--- src/rtl/mm_sched.sv ---
// mm_sched: queues MM instructions, validates buffer selects, issues legal
// ones to mm_top one at a time and watches for a hung MM with a timeout.
module mm_sched #(
  parameter int unsigned          FIFO_DEPTH    = 4,
  parameter int unsigned          TIMEOUT_W     = 20,
  parameter logic [TIMEOUT_W-1:0] TIMEOUT_LIMIT = 20'hFFFFF
) (
  input  logic         ap_clk,
  input  logic         areset,
  input  logic         enable,
  input  logic [127:0] inst_in,
  input  logic         inst_in_valid,
  output logic         inst_in_ready,
  output logic [127:0] instruction_to_mm,
  output logic         valid_to_mm,
  input  logic         done_from_mm,
  output logic         busy,
  output logic [15:0]  retired_count,
  output logic [7:0]   illegal_count,
  output logic         illegal_pulse,
  output logic         timeout_err
);

  localparam int unsigned AW = $clog2(FIFO_DEPTH);

  typedef enum logic [1:0] {IDLE, ISSUE, WAIT, HALT} state_e;

  state_e               state_q, state_d;
  logic [127:0]         mem_q [FIFO_DEPTH];
  logic [AW-1:0]        rd_ptr_q, wr_ptr_q;
  logic [AW:0]          occ_q;
  logic [TIMEOUT_W-1:0] tmo_q, tmo_inc;
  logic [127:0]         inst_q;
  logic [15:0]          retired_q;
  logic [7:0]           illegal_q;
  logic                 ipulse_q, tmo_err_q;

  logic                 empty, full, push, pop;
  logic                 load, drop, retire, set_tmo;
  logic                 head_legal, tmo_hit;
  logic [127:0]         head;
  logic [3:0]           in_sel, out_sel;

  assign empty   = (occ_q == '0);
  assign full    = (occ_q == (AW+1)'(FIFO_DEPTH));
  assign push    = inst_in_valid && !full;

  assign head    = mem_q[rd_ptr_q];
  assign in_sel  = head[4:1];
  assign out_sel = head[10:7];
  // Input select must be one-hot, output must be buffer 2A/2B, and they
  // must not name the same buffer.
  assign head_legal = (in_sel inside {4'b0001, 4'b0010, 4'b0100, 4'b1000}) &&
                      (out_sel inside {4'b0100, 4'b1000}) &&
                      (in_sel != out_sel);

  assign tmo_inc = tmo_q + TIMEOUT_W'(1);
  assign tmo_hit = (tmo_inc == TIMEOUT_LIMIT);

  // FSM state register
  always_ff @(posedge ap_clk) begin
    if (areset) state_q <= IDLE;
    else        state_q <= state_d;
  end

  // FSM next-state logic; done takes priority over the timeout
  always_comb begin
    state_d = state_q;
    unique case (state_q)
      IDLE:    if (enable && !empty && head_legal) state_d = ISSUE;
      ISSUE:   state_d = WAIT;
      WAIT: begin
        if (done_from_mm) state_d = IDLE;
        else if (tmo_hit) state_d = HALT;
      end
      HALT:    state_d = HALT;
      default: state_d = IDLE;
    endcase
  end

  // FSM outputs and datapath strobes decoded from the current state
  always_comb begin
    valid_to_mm = 1'b0;
    pop         = 1'b0;
    load        = 1'b0;
    drop        = 1'b0;
    retire      = 1'b0;
    set_tmo     = 1'b0;
    unique case (state_q)
      IDLE: begin
        pop  = enable && !empty;
        load = pop && head_legal;
        drop = pop && !head_legal;
      end
      ISSUE: valid_to_mm = 1'b1;
      WAIT: begin
        retire  = done_from_mm;
        set_tmo = !done_from_mm && tmo_hit;
      end
      default: ;
    endcase
  end

  // FIFO pointers and occupancy
  always_ff @(posedge ap_clk) begin
    if (areset) begin
      rd_ptr_q <= '0;
      wr_ptr_q <= '0;
      occ_q    <= '0;
    end else begin
      if (push) wr_ptr_q <= wr_ptr_q + AW'(1);
      if (pop)  rd_ptr_q <= rd_ptr_q + AW'(1);
      unique case ({push, pop})
        2'b10:   occ_q <= occ_q + (AW+1)'(1);
        2'b01:   occ_q <= occ_q - (AW+1)'(1);
        default: ;
      endcase
    end
  end

  // FIFO storage; contents are don't-care while empty so no reset
  always_ff @(posedge ap_clk) begin
    if (push) mem_q[wr_ptr_q] <= inst_in;
  end

  // Issued instruction, counters, pulses and the WAIT-cycle timer
  always_ff @(posedge ap_clk) begin
    if (areset) begin
      inst_q    <= '0;
      retired_q <= '0;
      illegal_q <= '0;
      ipulse_q  <= 1'b0;
      tmo_err_q <= 1'b0;
      tmo_q     <= '0;
    end else begin
      if (load)                      inst_q    <= head;
      if (retire)                    retired_q <= retired_q + 16'd1;
      if (drop && illegal_q != 8'hFF) illegal_q <= illegal_q + 8'd1;
      if (set_tmo)                   tmo_err_q <= 1'b1;
      ipulse_q <= drop;
      tmo_q    <= (state_q == WAIT && !done_from_mm) ? tmo_inc : '0;
    end
  end

  assign inst_in_ready     = !full;
  assign busy              = (state_q != IDLE) || !empty;
  assign instruction_to_mm = inst_q;
  assign retired_count     = retired_q;
  assign illegal_count     = illegal_q;
  assign illegal_pulse     = ipulse_q;
  assign timeout_err       = tmo_err_q;

endmodule

--- config.mk ---
export PLATFORM = sky130hd
export DESIGN_NAME = mm_sched
export DESIGN_NICKNAME = d
export VERILOG_FILES = /design/src/rtl/mm_sched.sv
export SDC_FILE = /design/constraint.sdc
export NUM_CORES = 1
export LEC_CHECK = 0
export ABC_CLOCK_PERIOD_IN_PS = 4550
export BUFFER_PORTS_ARGS = -buffer_cell sky130_fd_sc_hd__buf_2
export CAP_MARGIN = 5
export CORE_UTILIZATION = 41
export DETAILED_ROUTE_END_ITERATION = 16
export GPL_TIMING_DRIVEN = 0
export HOLD_SLACK_MARGIN = 0.1
export PLACE_DENSITY = 0.69
export SKIP_CTS_REPAIR_TIMING = 1
export SYNTH_ARGS = -nofsm -noshare
export SYNTH_HDL_FRONTEND = slang
export SYNTH_SLANG_ARGS = --single-unit
--- constraint.sdc ---
create_clock -name ap_clk -period 4.55 [get_ports ap_clk]
set_input_delay 1.1375 -clock ap_clk [delete_from_list [all_inputs] [get_ports ap_clk]]
set_output_delay 1.1375 -clock ap_clk [all_outputs]
set_load 0.01 [all_outputs]
Word-level counts from Yosys, hierarchy flattened
Memories as Yosys holds them, arrays and structs flattened. A register that Yosys moved wholly into a read port is not among the register bits.
Index checks and enable logic that the tools add are counted.
Cells by class
  multipliers: 0
  order comparisons: 0
  divide/modulo/power cells: 0
  reductions and logical operators: 22
  equal/unequal tests: 17
  bitwise operators: 1
  shift-type cells: 0
  muxes and demuxes: 15
  add/subtract/negate cells: 7
Operator list (count)
  $add 20x1->20 const B: 1
  $eq 20x20->1 const B: 1
  $add 16x1->16 const B: 1
  $mux 2: 5
  $logic_and 1x1->1: 9
  $add 8x1->8 const B: 1
  $eq 4x3->1 const B: 2
  $eq 4x4->1 const B: 2
  $mux 1: 8
  $ne 8x8->1 const B: 1
  $pmux 2 s4: 1
  $eq 2x2->1 const B: 3
  $pmux 3 s2: 1
  $reduce_bool 2->1: 3
  $add 2x1->2 const B: 2
  $eq 2x1->1 const B: 2
  $eq 4x1->1 const B: 1
  $eq 4x2->1 const B: 1
  $logic_not 1->1: 4
  $ne 4x4->1: 1
  $reduce_bool 4->1: 1
  $add 3x1->3 const B: 1
  $eq 3x3->1 const B: 1
  $logic_not 3->1: 1
  8 further kinds: 8
Word-level totals
  memory bits (read-only): 0
  bits in latches: 0
  logic and storage cells: 73
  input port bits: 133
  bits in writable memories: 512
  memories: 1
  output and inout port bits: 157
  register bits after elaboration: 183
Memories
  mem_q: words 4, width 128, rd ports 1, clocked after Yosys merged registers in 1, write ports 1, RTL line 29  | logic [127:0] mem_q [FIFO_DEPTH];

Depth between registers and ports, before layout
  depth in word-level cells: 8
  mapped depth: 10

Least setup slack after synthesis
No wires, ideal clock.
  path kind: input-to-reg
  start: in inst_in_valid
  end: mem mem_q[0][0] (enable)
  setup slack: -0.072 ns
  path buffers: 0
  data arrival time: 4.119 ns
  stages on the path: 1
  cells stage by stage: and3_1
Between the ends
  word-level cells in the longest chain between the ends: 3
Ends and longest elaborated chain
  from (decl): RTL line 12  | input logic inst_in_valid,
  $logic_and 1x1->1: RTL line 46  | assign push = inst_in_valid && !full;
  $mux 1: RTL line 123  | if (push) mem_q[wr_ptr_q] <= inst_in;
  $mux 1 (not written as such): RTL line 123
  to (decl): RTL line 29
Every way passes these cells.

==> results.tsv <==
metric	value	unit
outcome	finished, final reports clean	
die_w	250.9	um
final_max_slew_viol_count	0	
io_pins	290	
placed_cells	2618	
holdPathStages	2	
critPathMaxFanout	10	
dieHeight	250.9	um
rsz0062_at_grt	no	
clk_pin_slew	0.06	ns
grt_start_max_net_pins	41	
synth_area_per_cell	16.54	um2
synthTopCellsByArea	edfxtp_1 61%, dfxtp_1 15%, mux4_2 11%, nand2_1 4.1%, a21oi_1 2.8%	
yosysSeqAreaShare	75.14	%
std_cell_rows	90	
clock_latency	0.63	ns
drive_above_1_share	28.56	%
min_to	instruction_to_mm[103]$_SDFFE_PP0P_	
netlist_instances	1535	
hold_viol	0	
r2r_slack	1.20	ns
cp-end-kind	register	
first_global_vias	14980	
cts_tree	yes	
syn_area	0.02539	mm2
r2r-end	instruction_to_mm[17]$_SDFFE_PP0P_	
route.detailed.wl_per_inst	20.50	um
dpl.hpwl	37.06	mm
synthFlopType	edfxtp_1	
start_util	41.76	%
dieArea	0.06293	mm2
finalCritPeriodShare	73.57	%
r2r_cells	9	
ys_ff_latch	697	
p_leak	10.42	nW
start_kind	register	
fmax	298.7	MHz
hp-class	register to register	
yosysTopAreaCell	edfxtp_1	
antenna_found_initial	16	
finClkSkew	0.03173	ns
root_buffer	clkbuf_16	
cts_sinks	697	
drc	0	
io_buffers	288	
core_region_area	0.06081	mm2
cp.required	5.09	ns
p_total	15.77	mW
critPathArrivalTime	3.89	ns
synthArstFlopShare	0	%
syn2layout_area_growth	20.52	%
ys_types	44	
cts-root-to-sink-buffers	3	
holdWs	0.4499	ns
worstMarginPinSlew	1.101	ns
dr.pass1.iters	5	
power.density	515.4	mW/mm2
via_count	14410	
fin_cells	2764	
synth_nets	1678	
viasPerCell	5.212	
nNetsFinal	2056	
cts.htree.levels	3	
crit_type	register to register	
initialDrtViolationCount	931	
maxCapViolations	0	
drt_wl_total	56.67	mm
ir_drop	0.0003930	V
postRouteAntennaNets	0	
synthTopCellsByCount	512 x edfxtp_1, 274 x nand2_1, 185 x dfxtp_1	
yosysMostFrequentCell	edfxtp_1	
gp_congestion	0.8026	
grt_pass1_wl	85.85	mm
gr-total-overflow	0	
grt_usage	18.12	%
min_from	instruction_to_mm[103]$_SDFFE_PP0P_	
synth.top_cell.area_share	60.55	%
yosysWarnings	0	
setup-violations-final	0	
numCtsBuffers	74	
finalCriticalPeriod	3.347	ns
slew-limit-headroom	26.63	%
synth_edf_count	512	
==> logic make-up (layout without fill, tap and decap cells) <==
family          Yosys count  after routing  synth area share (%)
compound gates          164            164                 3.425
flops                   697            697                 75.14
other cells               0              7                     0
mux                     128            128                 11.26
fa+ha+maj                10             10                0.5224
simple gates            409            409                 6.914
xor+xnor                 35             35                 1.207
buf+inv                  92            532                 1.537
==> per-stage QoR <==
step                      cell area, um2  setup TNS, ns  setup slack [ns]  utilization (%)
after floorplan                    25400              0             1.380                -
after global placement             27820         -62.47           -0.1478            45.74
after detailed placement           28140              0            0.9554            46.27
after CTS                          30570              0             1.139            50.27
after global routing               30590              0            0.9144            50.30
final                              30600              0             1.203            50.33
==> critical path, cell delays in order, from the launching register on <==
cell and delay (ns):
dfxtp_1 0.36, buf_4 0.23, mux4_2 0.58, nor3_1 0.24, xor2_1 0.41, or3_1 0.20
buf_2 0.44, clkbuf_1 0.51, nand2_1 0.11, a21oi_1 0.16
==> power breakdown <==
| group | internal (mW) | switching, mW | leakage (nW) |
|---|---|---|---|
| combinational | 1.11 | 1.23 | 3.06 |
| sequential | 7.37 | 0.124 | 6.19 |
| clock | 3.43 | 2.50 | 1.17 |
| total | 11.9 | 3.86 | 10.4 |
==> how the worst max path moves through the flow <==
stage | startpoint | to | slack [ns] | cells after the start
floorplan | inst_in_valid | mem_q[0][0]$_DFFE_PP_ | 1.38 | 1
global placement | inst_in_valid | mem_q[0][102]$_DFFE_PP_ | -0.15 | 2
detailed placement | areset | instruction_to_mm[126]$_SDFFE_PP0P_ | 0.96 | 4
CTS | register | instruction_to_mm[0]$_SDFFE_PP0P_ | 1.14 | 10
global route | register | instruction_to_mm[24]$_SDFFE_PP0P_ | 0.91 | 9
finish | register | instruction_to_mm[17]$_SDFFE_PP0P_ | 1.20 | 9
==> layout by cell type, fill, tap and decap left out, drive strengths merged, types with 5 or more instances in the layout <==
cell      n
inv      17
mux4    126
buf     328
clkbuf  162
diode     7
and3     12
nor3      5
xor2     23
nand3    21
ha        9
a21oi   142
nand4    10
xnor2    12
nor2     50
or3       8
and4      6
edfxtp  512
clkinv   18
dfxtp   185
o21ai     8
nand2   274
==> per-layer routing <==
layer  GRT usage (%)  routed length (um)  up-vias
met2           30.00               27620      377
met4           5.871                1519       22
met1           22.68               23380     7302
li1                -                   -     6593
met3           5.643                4016      113
met5               0                 138        -
==> area by class of cell <==
type,instances,area [um2]
multi-input cells,746,5948
well taps,782,978.4
plain buffers,81,349.1
inverters,11,41.29
clock buffers,107,2051
clock inverters,31,381.6
fillers,5060,30210
repair buffers,302,1757
diodes,7,17.52
flip-flops and latches,697,19080
==> sequential cells by signal, summed over array words and instances (netlist names), named ones only <==
register	cells
mem_q	512
instruction_to_mm	128
timeout_err	1
state_q	2
illegal_pulse	1
retired_count	16
illegal_count	8
rd_ptr_q	2
occ_q	3
tmo_q	20
wr_ptr_q	2
Power figures use the tool's default switching activity.
